[config.mk]
export PLATFORM = sky130hd
export DESIGN_NAME = pipe_hazard_ctrl
export DESIGN_NICKNAME = d
export VERILOG_FILES = /design/src/rtl/pipe_hazard_ctrl.sv
export SDC_FILE = /design/constraint.sdc
export NUM_CORES = 1
export LEC_CHECK = 0
export BUFFER_PORTS_ARGS = -buffer_cell sky130_fd_sc_hd__buf_2
export CORE_ASPECT_RATIO = 1.2
export CORE_MARGIN = 4
export CORE_UTILIZATION = 25
export DETAILED_ROUTE_END_ITERATION = 12
export PLACE_DENSITY = 0.51
export SYNTH_ARGS = -nofsm -noshare
export SYNTH_HDL_FRONTEND = slang
export SYNTH_SLANG_ARGS = --single-unit
[constraint.sdc]
create_clock -name clk -period 2.6 [get_ports clk]
set_clock_uncertainty 0.15 [all_clocks]
set_input_delay 0.13 -clock clk [delete_from_list [all_inputs] [get_ports clk]]
set_output_delay 0.13 -clock clk [all_outputs]
set_load 0.05 [all_outputs]
[src/rtl/pipe_hazard_ctrl.sv]
// Purpose: central stall/flush scheduler that merges the load-use, multi-cycle EX and exception sources into one freeze vector.
// Latency: stall is same-cycle combinational; flush/new_pc/ex_cancel/ex_timeout appear one cycle after the deciding cycle.
// Backpressure: none accepted; the freeze vector itself is the backpressure this block applies to the pipeline.
module pipe_hazard_ctrl #(
  parameter int                ADDR_W      = 32,
  parameter int                TIMEOUT_CYC = 64,
  parameter logic [ADDR_W-1:0] TO_VECTOR   = 32'hBFC0_0380,
  parameter int                CNT_W       = 32
) (
  input  logic              clk,
  input  logic              rst,
  input  logic              stall_req_id,
  input  logic              ex_start,
  input  logic              ex_done,
  input  logic              exc_req,
  input  logic [ADDR_W-1:0] exc_addr,
  output logic [5:0]        stall,
  output logic              flush,
  output logic [ADDR_W-1:0] new_pc,
  output logic              ex_cancel,
  output logic              ex_timeout,
  output logic [CNT_W-1:0]  stall_cnt
);

  localparam int WC_W = $clog2(TIMEOUT_CYC);
  localparam logic [WC_W-1:0] WAIT_LAST = WC_W'(TIMEOUT_CYC - 1);

  // Freeze patterns: everything, front end up to EX, front end up to ID.
  localparam logic [5:0] STALL_ALL = 6'b111111;
  localparam logic [5:0] STALL_EX  = 6'b001111;
  localparam logic [5:0] STALL_ID  = 6'b000111;

  typedef enum logic [1:0] {
    S_RUN,
    S_WAIT_EX,
    S_FLUSH
  } state_t;

  state_t            state_q, state_d;
  logic [WC_W-1:0]   wait_cnt_q, wait_cnt_d;
  logic [ADDR_W-1:0] new_pc_q, new_pc_d;
  logic              flush_q, flush_d;
  logic              ex_cancel_q, ex_cancel_d;
  logic              ex_timeout_q, ex_timeout_d;
  logic [CNT_W-1:0]  stall_cnt_q, stall_cnt_d;
  logic [5:0]        stall_c;

  // Next-state, freeze vector and registered-pulse decisions from state and requests.
  always_comb begin
    state_d      = state_q;
    wait_cnt_d   = wait_cnt_q;
    new_pc_d     = new_pc_q;
    flush_d      = 1'b0;
    ex_cancel_d  = 1'b0;
    ex_timeout_d = 1'b0;
    stall_c      = '0;
    case (state_q)
      S_RUN: begin
        if (exc_req) begin
          stall_c  = STALL_ALL;
          new_pc_d = exc_addr;
          flush_d  = 1'b1;
          state_d  = S_FLUSH;
        end else if (ex_start && !ex_done) begin
          stall_c    = STALL_EX;
          wait_cnt_d = '0;
          state_d    = S_WAIT_EX;
        end else if (ex_start) begin
          // Zero-wait op: result arrives with the issue, nothing to hold.
          stall_c = '0;
        end else if (stall_req_id) begin
          stall_c = STALL_ID;
        end
      end
      S_WAIT_EX: begin
        if (exc_req) begin
          stall_c     = STALL_ALL;
          new_pc_d    = exc_addr;
          flush_d     = 1'b1;
          ex_cancel_d = 1'b1;
          state_d     = S_FLUSH;
        end else if (ex_done) begin
          // Done wins over a coincident watchdog expiry.
          state_d = S_RUN;
        end else if (wait_cnt_q == WAIT_LAST) begin
          stall_c      = STALL_ALL;
          new_pc_d     = TO_VECTOR;
          flush_d      = 1'b1;
          ex_cancel_d  = 1'b1;
          ex_timeout_d = 1'b1;
          state_d      = S_FLUSH;
        end else begin
          stall_c    = STALL_EX;
          wait_cnt_d = wait_cnt_q + 1'b1;
        end
      end
      S_FLUSH: begin
        // Single redirect cycle; a still-pending exception is retaken from RUN.
        state_d = S_RUN;
      end
      default: begin
        state_d = S_RUN;
      end
    endcase
  end

  // Freeze vector is forced idle while reset is held so nothing moves during reset.
  always_comb begin
    stall = rst ? stall_c : 6'b0;
  end

  // Saturating count of frozen cycles.
  always_comb begin
    stall_cnt_d = stall_cnt_q;
    if ((stall != 6'b0) && (stall_cnt_q != {CNT_W{1'b1}})) begin
      stall_cnt_d = stall_cnt_q + CNT_W'(1);
    end
  end

  // State, wait counter and registered outputs.
  always_ff @(posedge clk or negedge rst) begin
    if (!rst) begin
      state_q      <= S_RUN;
      wait_cnt_q   <= '0;
      new_pc_q     <= '0;
      flush_q      <= 1'b0;
      ex_cancel_q  <= 1'b0;
      ex_timeout_q <= 1'b0;
      stall_cnt_q  <= '0;
    end else begin
      state_q      <= state_d;
      wait_cnt_q   <= wait_cnt_d;
      new_pc_q     <= new_pc_d;
      flush_q      <= flush_d;
      ex_cancel_q  <= ex_cancel_d;
      ex_timeout_q <= ex_timeout_d;
      stall_cnt_q  <= stall_cnt_d;
    end
  end

  assign flush      = flush_q;
  assign new_pc     = new_pc_q;
  assign ex_cancel  = ex_cancel_q;
  assign ex_timeout = ex_timeout_q;
  assign stall_cnt  = stall_cnt_q;

endmodule

==> summary.txt, run 1 <==
Clock network
  – Root Buffer Master: clkbuf_16
  – Buffer depth of the longest clock path: 2
  – Clock-pin transition on the worst setup and hold timing paths: 0.05 ns
  – H-Tree Depth: 3
  – Post-CTS sizing: 0
  – TritonCTS buffer count: 9
  – CTS tree: built
  – Clk Latency, worst-skew pair: 0.33 ns
  – Clk sinks: 75

Worst hold path
  – Worst hold path class: primary input to flop
  – Endpoint with the worst hold slack: wait_cnt_q[2]
  – Number of cells traversed by the worst hold path: 3
  – Min-delay src: ex_start

Synthesis
  – Total of warnings raised by yosys: 0
  – Fraction of the yosys area taken by sequential cells: 58.2%
  – Post-Syn Nets: 324
  – Distinct cell type count after synthesis: 40
  – Count of state elements after synthesis: 75
  – Average instance area after synthesis: 11.3 um^2
  – Cells taking the most area after synthesis: dfrtp_1, xor2_1, a22o_1
  – Post-synthesis cell area: 3220 um^2
  – Fraction of synthesized cell area taken by the top area cell type: 58.2%
  – Post-synthesis cell count: 284
  – Cell taking the most area after synthesis: dfrtp_1

Run
  – Maximum Capacitance Violations: 0

Die
  – Starting density of the core: 25.4%
  – Full die area: 14,800 um^2
  – Boundary Pins: 111
  – Die height: 132 um
  – Core ar.: 12,700 um^2
  – Std cell rows: 45
  – Die width: 112 um

GRT
  – Leftover overflow at the end of global routing: 0
  – GRT Overall Usage: 11.5%
  – Via count of the first global-routing pass: 2,755
  – Antenna violations before repair: 1
  – Largest net degree at the start of global routing: 77
  – First-pass GRT wire length: 13.8 mm

Final layout
  – Post-layout utilization of the core: 36.9%
  – Share of cells above drive strength 1: 31.3%
  – Leading cell types in the layout, fill and taps excluded: buf_2, dfrtp_1, dlygate4sd3_1
  – Most common cell after layout, fill and taps aside: buf_2
  – Growth of design area from synthesis to finish: 44.9%
  – Nets: 476

Power and ir drop
  – Total Power Consumption: 3.58 mW
  – Leakage Power: 2.32 nW
  – Power density over cell area: 768 nW/um^2
  – Worst-case vdd ir drop: 0.382 mV

Status
  – Status: complete, no violations

Timing
  – Setup repair after global routing missed its margin: false
  – Fmax: 413 MHz
  – Number of hold violations in the final report: 0
  – Hold slack: 0.0948 ns
  – Max_slew headroom: 36.6%
  – Setup Total Neg Slack: 0 ns
  – Number of pins with negative max-slew slack in the final report: 0
  – Fin crit period: 2.42 ns
  – Slew @ Worst Pin: 0.951 ns
  – Post-route clock period utilization: 93.0%
  – Setup violation total in the final timing report: 0

Setup path
  – Buffers & Inverters on Critical Path: 4
  – Largest fanout on the critical path: 76
  – Endpoint of the most critical register-to-register path: stall_cnt[4]
  – Setup crit end kind: primary output
  – CP Data Arrival Time: 2.14 ns
  – Most used cell along the critical path: buf_4
  – Type of the worst setup path: primary input to primary output
  – R2R cell count: 5
  – CP Cell Sequence: dlygate4sd3_1, buf_4, buf_4, and2_1, buf_2
  – Register-to-register path setup slack: 0.28 ns
  – CP required: 2.32 ns
  – Delay of the slowest cell on the worst path: 0.70 ns
  – Critical Path Source Type: primary input
  – Source of the worst register-to-register timing path: stall_cnt[12]
  – Kind of cell with the highest combined delay on the critical path: buffers and inverters
  – Critical Path Slowest Stage Cell: buf_4

Placement
  – Count of buffers inserted at the top-level ports: 110
  – Weighted congestion reported at the end of routability-driven placement: 0.744
  – HPWL after DPL: 5.98 mm

Detailed routing
  – Number of design rule violations left after detail routing: 0
  – Detailed-route wire length per cell: 13.9 um
  – Number of nets with antenna violations after routing: 0
  – Starting DRT DRC Count: 115
  – Iteration count of the initial detailed-routing pass: 4
  – Post-Route WL: 8.45 mm
  – Vias/cell: 4.49
  – Total vias in the final route: 2,722
routing by layer:
layer / vias up / share of wire (%) / track usage (%)
li1: 1319 / - / -
met1: 1283 / 43 / 14.4
met2: 106 / 47 / 18.2
met3: 14 / 8.1 / 3.67
met4: 0 / 1.7 / 4.67
met5: - / 0 / 0
worst max path at each step:
stage | from | end | slack (ns) | cells past startpoint
final | rst | stall[5] | 0.18 | 5
after global routing | rst | stall[4] | 0.02 | 5
after CTS | rst | stall[5] | 0.15 | 5
after detailed placement | stall_cnt[12] | stall_cnt[10] | 0.27 | 5
after global placement | stall_cnt[12] | stall_cnt[10] | 0.31 | 5
after floorplan | wait_cnt_q[0] | stall[5] | 0.05 | 9
state kept, by name, indices dropped and copies added, names as in the netlist:
register and flops:
stall_cnt 32, ex_cancel 1, state_q 2, ex_timeout 1
wait_cnt_q 6, new_pc 32, flush 1
cell usage after synthesis, drive strengths merged:
master,instances
a21oi,2
a22o,20
a41oi,1
and2,1
and3,2
and4,2
buf,5
clkbuf,5
dfrtp,75
ha,2
inv,11
mux2,1
nand2,23
nand2b,1
nand3,9
nand4,9
nor2,28
nor2b,3
nor3,13
nor3b,1
nor4,7
nor4b,2
o211ai,2
o21a,2
o21ai,2
o22a,12
o311ai,2
o31a,1
o31ai,1
or2,1
or3,2
or4,3
xnor2,12
xor2,21
power by group:
group | leakage, nW | switching [mW] | internal, mW
clock | 0.165 | 0.476 | 0.935
combinational | 1.20 | 0.580 | 0.231
sequential | 0.955 | 0.0866 | 1.28
total | 2.32 | 1.14 | 2.44
logic make-up (layout without fill, tap and decap cells):
logic type | after synthesis | in the layout | synth area share, %
buffers and inverters | 21 | 178 | 2.83
AOI/OAI and AO/OA | 45 | 45 | 12.2
adders and majority gates | 2 | 2 | 0.776
muxes | 1 | 1 | 0.349
DFF | 75 | 75 | 58.2
other | 0 | 1 | 0
xor gates and xnor gates | 33 | 33 | 8.97
and+or+nand+nor | 107 | 107 | 16.7
stage by stage:
stage,cell area (um^2),setup WS (ns),std cells
floorplan,3220,0.0481,284
global placement,3980,0.315,554
detailed placement,3980,0.270,554
CTS,4670,0.151,605
global route,4670,0.0223,606
finish,4670,0.181,606
cell type report:
type | instances | area (um^2)
fillers | 1263 | 8000
flip-flops and latches | 75 | 1880
multi-input cells | 188 | 1250
repair buffers | 151 | 948
clock buffers | 9 | 225
well taps | 164 | 205
clock inverters | 7 | 116
inverters | 11 | 41.3
diodes | 1 | 2.50
worst min-delay path: stages:
cell and delay [ns]:
buf_2 0.12, and3_1 0.23, nor2_1 0.06
what timing repair did:
item,in CTS,in global routing
setup buffers,0,0
endpoints found under the hold margin,109,0
hold buffers,35,0
(Power assumes the default switching activity.)
==> inputs of run 2 (changes only) <==
Settings changed: CORE_UTILIZATION 25 to 50, PLACE_DENSITY 0.51 to 0.85.
==> summary.txt, run 2 (synthesis gave the netlist of run 1 again) <==
Status
  – Status: complete, no violations

Final layout
  – Nets: 475
  – Growth of design area from synthesis to finish: 37.1%
  – Post-Layout Cell Count: 522
  – Inserted Diodes: 0
  – Share of cells above drive strength 1: 30.9%
  – Leading cell types in the layout, fill and taps excluded: buf_2, dfrtp_1, dlygate4sd3_1
  – Total non-filler cell area in the finished layout: 4420 um^2
  – Most common cell after layout, fill and taps aside: buf_2
  – Post-layout utilization of the core: 71.7%

Setup path
  – Kind of cell with the highest combined delay on the critical path: simple AND/OR/NAND/NOR gates
  – Capture point of the critical path: stall[4]
  – Type of the worst setup path: flop to primary output
  – Source of the worst register-to-register timing path: stall_cnt[12]
  – Number of cells on the critical path: 8
  – CP Data Arrival Time: 2.13 ns
  – Critical Path Source Type: flop
  – CP Cell Sequence: ha_1, nand2_1, nor3_1, a21oi_1, or2_0, inv_1, and2_1, buf_2
  – R2R cell count: 5
  – Delay of the slowest cell on the worst path: 0.39 ns
  – CP required: 2.32 ns
  – Setup crit end kind: primary output
  – Buffers & Inverters on Critical Path: 2
  – Endpoint of the most critical register-to-register path: stall_cnt[10]
  – Largest fanout on the critical path: 4
  – Register-to-register path setup slack: 0.25 ns
  – Critical Path Slowest Stage Cell: dfrtp_1
  – Crit path from: wait_cnt_q[0]

Timing
  – Number of hold violations in the final report: 0
  – Number of pins with negative max-slew slack in the final report: 0
  – Setup Total Neg Slack: 0 ns
  – Max_slew headroom: 39.7%
  – Slew @ Worst Pin: 0.904 ns
  – Fin crit period: 2.41 ns
  – Post-route clock period utilization: 92.7%
  – Setup repair after global routing missed its margin: false
  – Setup violation total in the final timing report: 0
  – Fmax: 415 MHz

Die
  – Starting density of the core: 52.3%
  – Boundary Pins: 111
  – Die height: 96.0 um
  – Die width: 81.3 um
  – Std cell rows: 31
  – Full die area: 7800 um^2
  – Core ar.: 6170 um^2

Power and ir drop
  – Comb pwr share: 26.6%
  – Net switching fraction of the power: 36.2%
  – Worst-case vdd ir drop: 0.498 mV
  – Sequential share of power: 44.3%
  – Net load switching power: 1.12 mW
  – Total Power Consumption: 3.09 mW
  – Leakage Power: 2.24 nW
  – Power density over cell area: 699 nW/um^2
  – Internal power: 1.97 mW
  – Clock power share: 29.1%

GRT
  – Met3 demand-to-capacity share in global routing: 5.62%
  – First-pass GRT wire length: 13.9 mm
  – Busiest grt layer: met2
  – Antenna violations before repair: 0
  – Via count of the first global-routing pass: 2,905
  – GRT Overall Usage: 23.6%
  – Met1 layer usage reported by global route: 27.6%
  – Largest net degree at the start of global routing: 77
  – Met2 Use GR: 41.9%
  – Leftover overflow at the end of global routing: 0

Detailed routing
  – Vias/cell: 5.42
  – Number of design rule violations left after detail routing: 0
  – Starting DRT DRC Count: 84
  – Iteration count of the initial detailed-routing pass: 4
  – Number of nets with antenna violations after routing: 0
  – Post-Route WL: 8.78 mm
  – Detailed-route wire length per cell: 16.8 um
  – Total vias in the final route: 2,827

Clock network
  – Post-CTS setup repair buffer count: 0
  – Buffer depth of the longest clock path: 2
  – Clk Latency, worst-skew pair: 0.35 ns
  – TritonCTS buffer count: 9
  – Clk sinks: 75
  – Hold buffer count at CTS: 36
  – Post-CTS sizing: 0
  – CTS tree: built
  – H-Tree Depth: 3
  – Clock-pin transition on the worst setup and hold timing paths: 0.08 ns
  – Root Buffer Master: clkbuf_8

Placement
  – Weighted congestion reported at the end of routability-driven placement: 0.816
  – HPWL after DPL: 5.66 mm
  – Count of buffers inserted at the top-level ports: 110
  – Number of placed cells counting well taps: 470
  – Placement Cell Area: 3860 um^2

Run
  – Maximum Capacitance Violations: 0

Worst hold path
  – Worst hold path class: primary input to flop
[run 2: worst reg2reg max path, stage by stage (launching register included)]
cell	delay, ns
dfrtp_1	0.47
nand4_2	0.19
or4_1	0.71
o31ai_4	0.43
nor4_1	0.11
xor2_1	0.16
[run 2: worst min-delay path by stage]
stage,start,endpoint,cells past startpoint
5_1_grt,ex_start,wait_cnt_q[2],3
3_3_place_gp,exc_addr[7],new_pc[7],2
4_1_cts,ex_start,wait_cnt_q[5],3
3_5_place_dp,exc_addr[13],new_pc[13],2
6_report,ex_start,wait_cnt_q[2],3
2_1_floorplan,rst,ex_cancel,0
[run 2: per-stage QoR]
stage | hold slack, ns | worst slack (ns)
final | 0.0671 | 0.189
after global routing | 0.0781 | 0.00184
after CTS | 0.0541 | 0.199
after detailed placement | 0.202 | 0.281
after global placement | 0.191 | 0.377
after floorplan | -0.316 | 0.0481
[run 2: final cells by class]
cell class | count | area, um^2
Sequential cell | 75 | 1880
Fill cell | 389 | 1750
Multi-Input combinational cell | 188 | 1250
Timing Repair Buffer | 150 | 941
Clock buffer | 10 | 138
Tap cell | 82 | 103
Clock inverter | 6 | 65.1
Inverter | 11 | 41.3
[run 2: metal layers]
layer	part of all wire (%)	up-vias
met5	0	-
met3	8.1	16
li1	-	1316
met4	1.8	0
met2	50	116
met1	40	1379
[run 2: power groups by stage]
stage	combinational (mW)	clock, mW	sequential [mW]
after floorplan	0.182	0	1.75
after global placement	0.759	0	1.37
after detailed placement	0.768	0	1.38
after CTS	0.814	0.914	1.36
after global routing	0.864	0.976	1.38
final	0.820	0.899	1.37
==> inputs of run 3 (changes only) <==
Settings changed: CORE_UTILIZATION 50 to 54, PLACE_DENSITY 0.85 to 0.9.
Clock period 2.6 ns to 2.8 ns, I/O delays scaled along.
==> summary.txt, run 3 (synthesis gave the netlist of run 1 again) <==
Status
  – Status: complete, no violations

GRT
  – First-pass GRT wire length: 15.4 mm
  – Via count of the first global-routing pass: 3,047
  – Leftover overflow at the end of global routing: 0
  – GRT Overall Usage: 27.3%
  – Antenna violations before repair: 0
  – Largest net degree at the start of global routing: 77

Setup path
  – Register-to-register path setup slack: 0.39 ns
  – Source of the worst register-to-register timing path: stall_cnt[0]
  – Setup crit end kind: primary output
  – Type of the worst setup path: primary input to primary output
  – Critical Path Source Type: primary input
  – Endpoint of the most critical register-to-register path: stall_cnt[19]
  – CP Data Arrival Time: 2.14 ns
  – Largest fanout on the critical path: 11
  – R2R cell count: 6
  – CP required: 2.51 ns

Worst hold path
  – Worst hold path class: primary input to flop
  – Min-delay src: ex_start
  – Endpoint with the worst hold slack: wait_cnt_q[2]
  – Number of cells traversed by the worst hold path: 3

Die
  – Core ar.: 5740 um^2
  – Boundary Pins: 111
  – Die height: 92.6 um
  – Full die area: 7270 um^2
  – Std cell rows: 30
  – Die width: 78.5 um
  – Starting density of the core: 56.1%

Timing
  – Setup Total Neg Slack: 0 ns
  – Setup repair after global routing missed its margin: false
  – Number of pins with negative max-slew slack in the final report: 0
  – Slew @ Worst Pin: 0.922 ns
  – Max_slew headroom: 38.5%
  – Post-route clock period utilization: 86.7%
  – Number of hold violations in the final report: 0
  – Setup violation total in the final timing report: 0
  – Fin crit period: 2.43 ns
  – Fmax: 412 MHz
  – Hold slack: 0.0899 ns

Detailed routing
  – Post-Route WL: 9.49 mm
  – Vias/cell: 5.64
  – Number of design rule violations left after detail routing: 0
  – Number of nets with antenna violations after routing: 0
  – Total vias in the final route: 2,933
  – Iteration count of the initial detailed-routing pass: 5
  – Detailed-route wire length per cell: 18.3 um
  – Starting DRT DRC Count: 178

Placement
  – Number of placed cells counting well taps: 468
  – HPWL after DPL: 5.89 mm
  – Weighted congestion reported at the end of routability-driven placement: 0.814
  – Count of buffers inserted at the top-level ports: 110

Final layout
  – Share of cells above drive strength 1: 30.9%
  – Inserted Diodes: 0
  – Number of filler cells placed in the layout: 363
  – Most common cell after layout, fill and taps aside: buf_2
  – Leading cell types in the layout, fill and taps excluded: buf_2, dfrtp_1, dlygate4sd3_1
  – Post-Layout Cell Count: 520
  – Growth of design area from synthesis to finish: 37.3%
  – Nets: 475

Clock network
  – CTS tree: built
  – Buffer depth of the longest clock path: 2
  – Post-CTS setup repair buffer count: 0
  – Hold buffer count at CTS: 36
  – Post-CTS sizing: 0
  – H-Tree Depth: 3
  – Clk Latency, worst-skew pair: 0.36 ns
  – TritonCTS buffer count: 9
  – Clock-pin transition on the worst setup and hold timing paths: 0.07 ns
  – Clk sinks: 75
  – Root Buffer Master: clkbuf_8

Run
  – Maximum Capacitance Violations: 0

Power and ir drop
  – Leakage Power: 2.25 nW
  – Power density over cell area: 656 nW/um^2
  – Worst-case vdd ir drop: 0.601 mV
run 3: area by class of cell:
cell class,count,area (um^2),share of cell area (%)
inverter,11,41.3,0.933
clock inverter,6,72.6,1.64
sequential,75,1880,42.4
tap,80,100,2.26
timing repair buffer,150,941,21.3
clock buffer,10,138,3.11
multi-input combinational,188,1250,28.4
run 3: per-layer routing:
metal | track usage (%) | vias to the layer above | part of all wire (%)
met3 | 6.81 | 27 | 10
met4 | 12.0 | 0 | 2.7
met5 | 0 | - | 0
met1 | 33.2 | 1392 | 38
met2 | 45.8 | 195 | 49
li1 | - | 1319 | -
run 3: through the flow:
| stage | util (%) | total power [mW] | instance area (um^2) | worst slack (ns) |
|---|---|---|---|---|
| after floorplan | - | 1.79 | 3220 | 0.238 |
| after global routing | 77.0 | 3.01 | 4420 | 0.208 |
| final | 77.0 | 2.90 | 4420 | 0.373 |
| after CTS | 77.0 | 2.89 | 4420 | 0.346 |
| after detailed placement | 67.1 | 2.00 | 3850 | 0.469 |
| after global placement | 67.1 | 1.98 | 3850 | 0.554 |
run 3: power breakdown:
group	internal (mW)	leakage [nW]	switching (mW)
clock	0.443	0.103	0.422
sequential	1.18	0.955	0.0900
combinational	0.212	1.19	0.551
run 3: worst max path at each step:
stage | cells after the start | endpoint | startpoint
after floorplan | 9 | stall[5] | wait_cnt_q[0]
after CTS | 6 | stall[1] | exc_req
after global placement | 6 | stall_cnt[19] | stall_cnt[0]
after global routing | 5 | stall[4] | rst
final | 6 | stall[1] | exc_req
after detailed placement | 6 | stall_cnt[23] | stall_cnt[0]
run 3: worst max-delay path: stages:
cell and delay [ns]:
dlygate4sd3_1 0.54, buf_2 0.17, or4_1 0.51, o311ai_0 0.20, inv_2 0.28, buf_2 0.29
